==> config.mk <==
export PLATFORM = sky130hd
export DESIGN_NAME = irq_pending
export DESIGN_NICKNAME = d
export VERILOG_FILES = /design/src/rtl/irq_pkg.sv /design/src/rtl/sync_rise.sv /design/src/rtl/irq_pending.sv
export SDC_FILE = /design/constraint.sdc
export NUM_CORES = 1
export LEC_CHECK = 0
export ABC_AREA = 1
export ABC_CLOCK_PERIOD_IN_PS = 1200
export CAP_MARGIN = 25
export CORE_AREA = 2 2 60 62
export DETAILED_ROUTE_END_ITERATION = 16
export DIE_AREA = 0 0 62 64
export PLACE_DENSITY_LB_ADDON = 0.15
export SETUP_SLACK_MARGIN = 0.4
export SLEW_MARGIN = 20
export SYNTH_ARGS = -nofsm -noshare
export SYNTH_HDL_FRONTEND = slang
export SYNTH_SLANG_ARGS = --single-unit
==> constraint.sdc <==
create_clock -name clk -period 1.2 [get_ports clk]
set_input_delay 0.24 -clock clk [delete_from_list [all_inputs] [get_ports clk]]
set_output_delay 0.24 -clock clk [all_outputs]
set_load 0.02 [all_outputs]
==> src/rtl/irq_pkg.sv <==
// Shared types and constants for the interrupt request-capture stage
// that feeds the 8-input priority encoder.
package irq_pkg;

  localparam int IRQ_N      = 8;
  localparam int IRQ_CODE_W = 3;

  typedef logic [IRQ_N-1:0]      irq_vec_t;
  typedef logic [IRQ_CODE_W-1:0] irq_code_t;

  // One-hot decode of an encoder code into a line vector.
  function automatic irq_vec_t code_onehot(input irq_code_t code);
    irq_vec_t v;
    v       = '0;
    v[code] = 1'b1;
    return v;
  endfunction

endpackage

==> src/rtl/sync_rise.sv <==
// Per-line synchronizer chain followed by a rising-edge detector.
// The edge history register resets low, so a line must fill the chain before any edge can appear.
module sync_rise #(
  parameter int SYNC_STAGES = 2
) (
  input  logic clk,
  input  logic rst_n,
  input  logic d,
  output logic rise
);

  logic [SYNC_STAGES-1:0] sync_q;
  logic                   hist_q;

  // Shift the raw line through the synchronizer and remember the last synchronized level.
  always_ff @(posedge clk or negedge rst_n) begin
    if (!rst_n) begin
      sync_q <= '0;
      hist_q <= 1'b0;
    end else begin
      sync_q <= {sync_q[SYNC_STAGES-2:0], d};
      hist_q <= sync_q[SYNC_STAGES-1];
    end
  end

  assign rise = sync_q[SYNC_STAGES-1] & ~hist_q;

endmodule

==> src/rtl/irq_pending.sv <==
// Captures rising edges of eight asynchronous request lines as sticky pending bits,
// presents the masked vector to the priority encoder and clears bits on acknowledge.
module irq_pending
  import irq_pkg::*;
#(
  parameter int SYNC_STAGES = 2
) (
  input  logic            clk,
  input  logic            rst_n,
  input  logic [IRQ_N-1:0] req,
  input  logic [IRQ_N-1:0] mask,
  input  logic            ack,
  input  logic [IRQ_CODE_W-1:0] ack_code,
  input  logic            clr_ovf,
  output logic [IRQ_N-1:0] pend_out,
  output logic            irq,
  output logic [IRQ_N-1:0] ovf
);

  irq_vec_t rise_s;
  irq_vec_t clr_s;
  irq_vec_t pending_q;
  irq_vec_t pending_d;
  irq_vec_t ovf_q;
  irq_vec_t ovf_d;

  for (genvar i = 0; i < IRQ_N; i++) begin : g_line
    sync_rise #(
      .SYNC_STAGES(SYNC_STAGES)
    ) u_sync_rise (
      .clk  (clk),
      .rst_n(rst_n),
      .d    (req[i]),
      .rise (rise_s[i])
    );
  end

  // Next-state for pending and overflow; a new edge beats a clear, clr_ovf beats a new overflow.
  always_comb begin
    clr_s     = '0;
    pending_d = pending_q;
    ovf_d     = ovf_q;
    if (ack) begin
      clr_s = code_onehot(ack_code);
    end else begin
      clr_s = '0;
    end
    pending_d = rise_s | (pending_q & ~clr_s);
    if (clr_ovf) begin
      ovf_d = '0;
    end else begin
      ovf_d = ovf_q | (rise_s & pending_q & ~clr_s);
    end
  end

  // Pending and overflow state registers.
  always_ff @(posedge clk or negedge rst_n) begin
    if (!rst_n) begin
      pending_q <= '0;
      ovf_q     <= '0;
    end else begin
      pending_q <= pending_d;
      ovf_q     <= ovf_d;
    end
  end

  assign pend_out = pending_q & ~mask;
  assign irq      = |pend_out;
  assign ovf      = ovf_q;

endmodule

Yosys cells after proc, flatten, opt, wreduce, memory -nomap -nowiden. Index checks and enable logic that the tools add are counted.

Magnitude comparators: 2. Multiplexer cells: 4. Bitwise logic cells: 24. Reductions and logical operators: 2.

Operators with widths (number): $and 8x8->8 (4); $mux 8 (2); $not 8->8 (2); $or 8x8->8 (2); $and 1x1->1 (8); $not 1->1 (8); $reduce_or 8->1 (1); $lt 3x4->1 const B (1); $demux 1 s3 (1); $ge 3x1->1 const B (1); $logic_and 1x1->1 (1); $mux 1 (1).

Bits in registers: 40. Input port bits: 23. Output and inout bits: 17. Logic and storage cells: 50.

Longest topological paths before layout.
Word-level depth: 9. Mapped depth: 5. Gate-level depth less buffers: 5.

Cells and area by module. A second synthesis with hierarchy kept.

Cells, all modules: 151. Area total of the unflattened synthesis: 1501.4 um2.

Modules (own cells, without submodules): irq_pending (instances 1, cells each 111, area each 820.8 um2, seq. area each 400.4 um2); sync_rise (instances 8, cells each 5, area each 85.1 um2, seq. area each 75.1 um2).

Worst setup path after synthesis. Ideal clock, no wire load.

Path kind: register to output. From: reg pending_q[1]. To: out irq. Arrival time: 0.964 ns. Required time: 0.960 ns. Setup slack: -0.004 ns. Cell stages (with the launch flop): 5. Path buffers: 0. Cells stage by stage: dfrtp_1 > inv_1 > nor2_1 > nor3_1 > nand2_1.

Cells in the longest elaborated chain, start to end: 2.

Ends and longest elaborated chain: start, declared (RTL line irq_pending.sv:22) `irq_vec_t pending_q;`; start signal, assigned (RTL line irq_pending.sv:62) `pending_q <= pending_d;`; $and 8x8->8 (RTL line irq_pending.sv:67) `assign pend_out = pending_q & ~mask;`; named net pend_out[1] (RTL line irq_pending.sv:15) `output logic [IRQ_N-1:0] pend_out,`; $reduce_or 8->1 (RTL line irq_pending.sv:68) `assign irq = |pend_out;`; end, declared (RTL line irq_pending.sv:16) `output logic irq,`.

The timed path passes the listed nets, and every way through them passes these cells.

Worst setup path after layout.
From: reg pending_q[7]. To: out irq.

Cells in the longest elaborated chain, start to end: 2.

Ends and longest elaborated chain (RTL line): $and 8x8->8 (irq_pending.sv:67); $reduce_or 8->1 (irq_pending.sv:68).

No other way between the ends.

==> run summary <==
The first global-routing pass estimated 4690 um of wire. Number of antenna violations at the first check in global routing: 0. In this run the top signal layer used is met4. The net count of the finished layout is 255.

The detailed-placement wirelength estimate is 2110 um, and the flop and latch count out of synthesis is 40. The net count after synthesis was 180; the worst slew margin relative to its limit was 81.6%. The element type at the critical path start is a flip-flop.

Of the total power, registers draw 50.3%. In this run, CTS created clock tree buffers numbering 5. Dividing the detail-routed via count by the number of cells gives 4.34. The category of the critical setup timing path is flip-flop to output pin.

The layout overhead on the synthesized area was 63.6%; the depth of the worst register-to-register path was 7. Measured along the x axis, the die boundary spans 62 um. For this block, the routed nets add up to 3280 um of wire.

At the worst endpoint, the required time is 0.96 ns. Derived from the worst setup path, the maximum achievable clock frequency is 649 MHz. For this design the ratio of total power to cell area is 1230 mW/mm2. Yosys attributes the largest share of cell area to sky130_fd_sc_hd__dfrtp_1 (69%), sky130_fd_sc_hd__nand2_1 (13%), sky130_fd_sc_hd__inv_1 (10%). The number of cells traversed by the worst hold path came out at 1. Setup violations remaining at the end of the flow were counted as 9.

The switching power as a share of total power came out at 25.0%. Of the available clock period, the critical path in the final layout requires 128%. After synthesis, the netlist uses 10 different library cells. 0 antenna diodes ended up in the layout. Across the VDD grid, the largest voltage drop is 0.880 mV. The residual overflow from global routing is 0. The final reports fail on setup timing. The final weighted congestion of routability-driven global placement was 0.763. Averaged over all synthesized cells, the footprint is 9.28 um2.

The layout filler cell count came out at 254. The total length of routed met3 wires came out at 175 um. CTS built an H-tree with a depth of 2. The logs give 27 for the detailed router's first-iteration violation count and 0 for the synthesis warning total. Summed over all failing endpoints, the final setup total negative slack is -1.36 ns. The die footprint was 0.00397 mm2; the total length of routed met2 wires was 1820 um.

The sink count of the clock tree came out at 40. The post-route DRC violation count was 0; the total power after layout was 2930 uW. The share of the synthesized area in the top cell type works out to 68.7%. Detailed routing inserted a total of 1211 vias. The final clock skew came out at 0.00458 ns. Share of cells above drive strength 1: 39.5%. The root buffer cell chosen for the clock tree is sky130_fd_sc_hd__clkbuf_4. 40 I/O pins were placed. The clock-pin slew of the registers on the worst-case setup and hold paths was 0.11 ns. The total routed wire length on the met1 layer was 1230 um.

Across every metal layer, demand over resource in global routing totals 17.1%. The core region is 0.00328 mm2. The number of pins with negative max-slew slack in the final report came out at 0. The number of synthesized flops with an enable pin came out at 0. Most instantiated flip-flop cell in the synthesis netlist: sky130_fd_sc_hd__dfrtp_1. Before antenna repair, the detailed router went through 4 iterations. For the data arrival time of the critical path, the log shows 1.30 ns. After synthesis, flip-flops and latches occupy 68.7% of the total area. sky130_fd_sc_hd__nand2_1 is the most common cell in the netlist.

The tools report the clock network power share as 28.8%. The total net switching power was 733 uW; the clock latency on the worst-skew pair was 0.34 ns. Setup repair after global routing could not meet its margin everywhere. The type of the worst min-delay path was input port to flip-flop.

The relative contribution of combinational cells to total power was 20.9%; the via count of the first global-routing pass was 1117. The number of maximum-capacitance violations came out at 0. The transition time at the pin with the least slew margin was 0.273 ns. Entering global routing, the biggest net connects 41 pins. The flow ran to the end, but the final reports show violations. The initial core utilization is 44.4%. By count the netlist is led by sky130_fd_sc_hd__nand2_1 (50), sky130_fd_sc_hd__dfrtp_1 (40), sky130_fd_sc_hd__inv_1 (40).

From bottom edge to top edge, the die measures 64 um. The count of final hold-check violations was 0. In this run the core area contains 21 standard-cell rows. TritonCTS built the clock tree. The cell taking the most area after synthesis is sky130_fd_sc_hd__dfrtp_1. The cell count after synthesis came out at 157. The final antenna-violating net count was 0; the internal portion of total power was 2200 uW. Endpoint type of the worst setup path: an output pin. After synthesis, the share of flip-flops with an asynchronous set or reset is 100%. The count of buffers from port buffering was 39; the routed length per placed instance was 11.8 um.

The post-route minimum period is 1.54 ns, and the netlist area before placement is 0.00146 mm2. Summed over all cells, the static leakage comes to 0.00125 uW. Of all nets on the critical path, the largest fanout is 2.

The run gives -0.341 ns as the worst setup margin. The longest clock path from root to sink contains 2 buffers.
## metrics by stage
step | std cells | setup WS, ns | utilization, % | hold WS, ns | area, um2
global route | 279 | -0.446 | 72.6 | 0.294 | 2380
detailed placement | 254 | -0.713 | 62.2 | 0.224 | 2040
CTS | 270 | -0.359 | 69.0 | 0.302 | 2260
floorplan | 157 | 0.179 | - | -0.0556 | 1480
finish | 279 | -0.341 | 72.6 | 0.322 | 2380
global placement | 254 | -0.688 | 62.2 | 0.221 | 2040
## cell type report
| type | count | area, um2 | area share (%) |
|---|---|---|---|
| inverter | 40 | 150 | 6.30 |
| tap | 46 | 57.6 | 2.41 |
| clock inverter | 2 | 35.0 | 1.47 |
| sequential | 40 | 1000 | 42.0 |
| timing repair buffer | 69 | 703 | 29.5 |
| clock buffer | 6 | 41.3 | 1.73 |
| multi-input combinational | 76 | 397 | 16.6 |
## sequential cells by signal (all words and copies together) (netlist names)
signal	count
g_line.u_sync_rise.hist_q	8
ovf	8
pending_q	8
g_line.u_sync_rise.sync_q	16
## power groups by stage
stage | clock, uW | sequential [uW] | combinational [uW]
after floorplan | 0 | 1510 | 161
after global placement | 0 | 1490 | 455
after detailed placement | 0 | 1490 | 466
after CTS | 882 | 1470 | 551
after global routing | 939 | 1490 | 663
final | 844 | 1480 | 614
## worst max-delay path, stage by stage, from the launching register on
cell and delay [ns]:
sky130_fd_sc_hd__dfrtp_1 0.39, sky130_fd_sc_hd__inv_2 0.04, sky130_fd_sc_hd__or2_1 0.22, sky130_fd_sc_hd__nand2_1 0.09, sky130_fd_sc_hd__nor2_2 0.04, sky130_fd_sc_hd__nand2_2 0.07, sky130_fd_sc_hd__buf_6 0.11
## path summary, 6_finish.rpt
check | from | endpoint | slack [ns]
setup reg to reg | pending_q[3]$_DFF_PN0_ | ovf[3]$_DFF_PN0_ | 0.15
min in group asynchronous | rst_n | g_line[3].u_sync_rise.sync_q[0]$_DFF_PN0_ | 0.38
max in group asynchronous | rst_n | g_line[1].u_sync_rise.hist_q$_DFF_PN0_ | 0.63
setup / recovery | pending_q[7]$_DFF_PN0_ | irq | -0.34
hold / removal | req[7] | g_line[7].u_sync_rise.sync_q[0]$_DFF_PN0_ | 0.32
hold reg to reg | g_line[4].u_sync_rise.sync_q[0]$_DFF_PN0_ | g_line[4].u_sync_rise.sync_q[1]$_DFF_PN0_ | 0.36
## repair_timing
action / 4_1_cts / 5_1_grt
endpoints found under the hold margin: 40 / 0
buffers inserted: 7 / 9
hold buffers: 1 / 0
gates resized for setup: 133 / 20
pin swaps: 13 / 19
setup endpoints to repair: 33 / 27
cloned: 0 / 0
## placed cells by master, fill, tap and decap left out
cell,n
sky130_fd_sc_hd__nor3_2,1
sky130_fd_sc_hd__nand2_2,9
sky130_fd_sc_hd__nor2_2,5
sky130_fd_sc_hd__dlygate4sd2_1,4
sky130_fd_sc_hd__or2_1,1
sky130_fd_sc_hd__buf_6,30
sky130_fd_sc_hd__nand2_1,41
sky130_fd_sc_hd__buf_2,1
sky130_fd_sc_hd__a21oi_1,3
sky130_fd_sc_hd__buf_12,2
sky130_fd_sc_hd__dfrtp_1,40
sky130_fd_sc_hd__clkbuf_1,1
sky130_fd_sc_hd__nor2_4,5
sky130_fd_sc_hd__inv_2,13
sky130_fd_sc_hd__nor2_1,5
sky130_fd_sc_hd__inv_1,27
sky130_fd_sc_hd__clkinv_2,1
sky130_fd_sc_hd__o21ai_0,1
sky130_fd_sc_hd__clkbuf_4,5
sky130_fd_sc_hd__dlygate4sd3_1,1
sky130_fd_sc_hd__bufinv_16,1
sky130_fd_sc_hd__a21oi_2,5
sky130_fd_sc_hd__buf_4,14
sky130_fd_sc_hd__clkdlybuf4s50_1,17
## metal layers
layer | vias to the layer above | global-route usage [%]
li1 | 597 | -
met1 | 580 | 18.5
met2 | 28 | 28.4
met3 | 6 | 6.68
met4 | 0 | 7.98
met5 | - | 0
## cells by family (layout without fill, tap and decap cells)
logic type             count (synthesis)  count (layout)  share of synthesized area [%]
DFF                                   40              40                           68.7
and+or+nand+nor                       67              67                           17.7
AOI/OAI and AO/OA                      9               9                           3.09
buffers and inverters                 41             117                           10.6
Power figures use the tool's default switching activity.
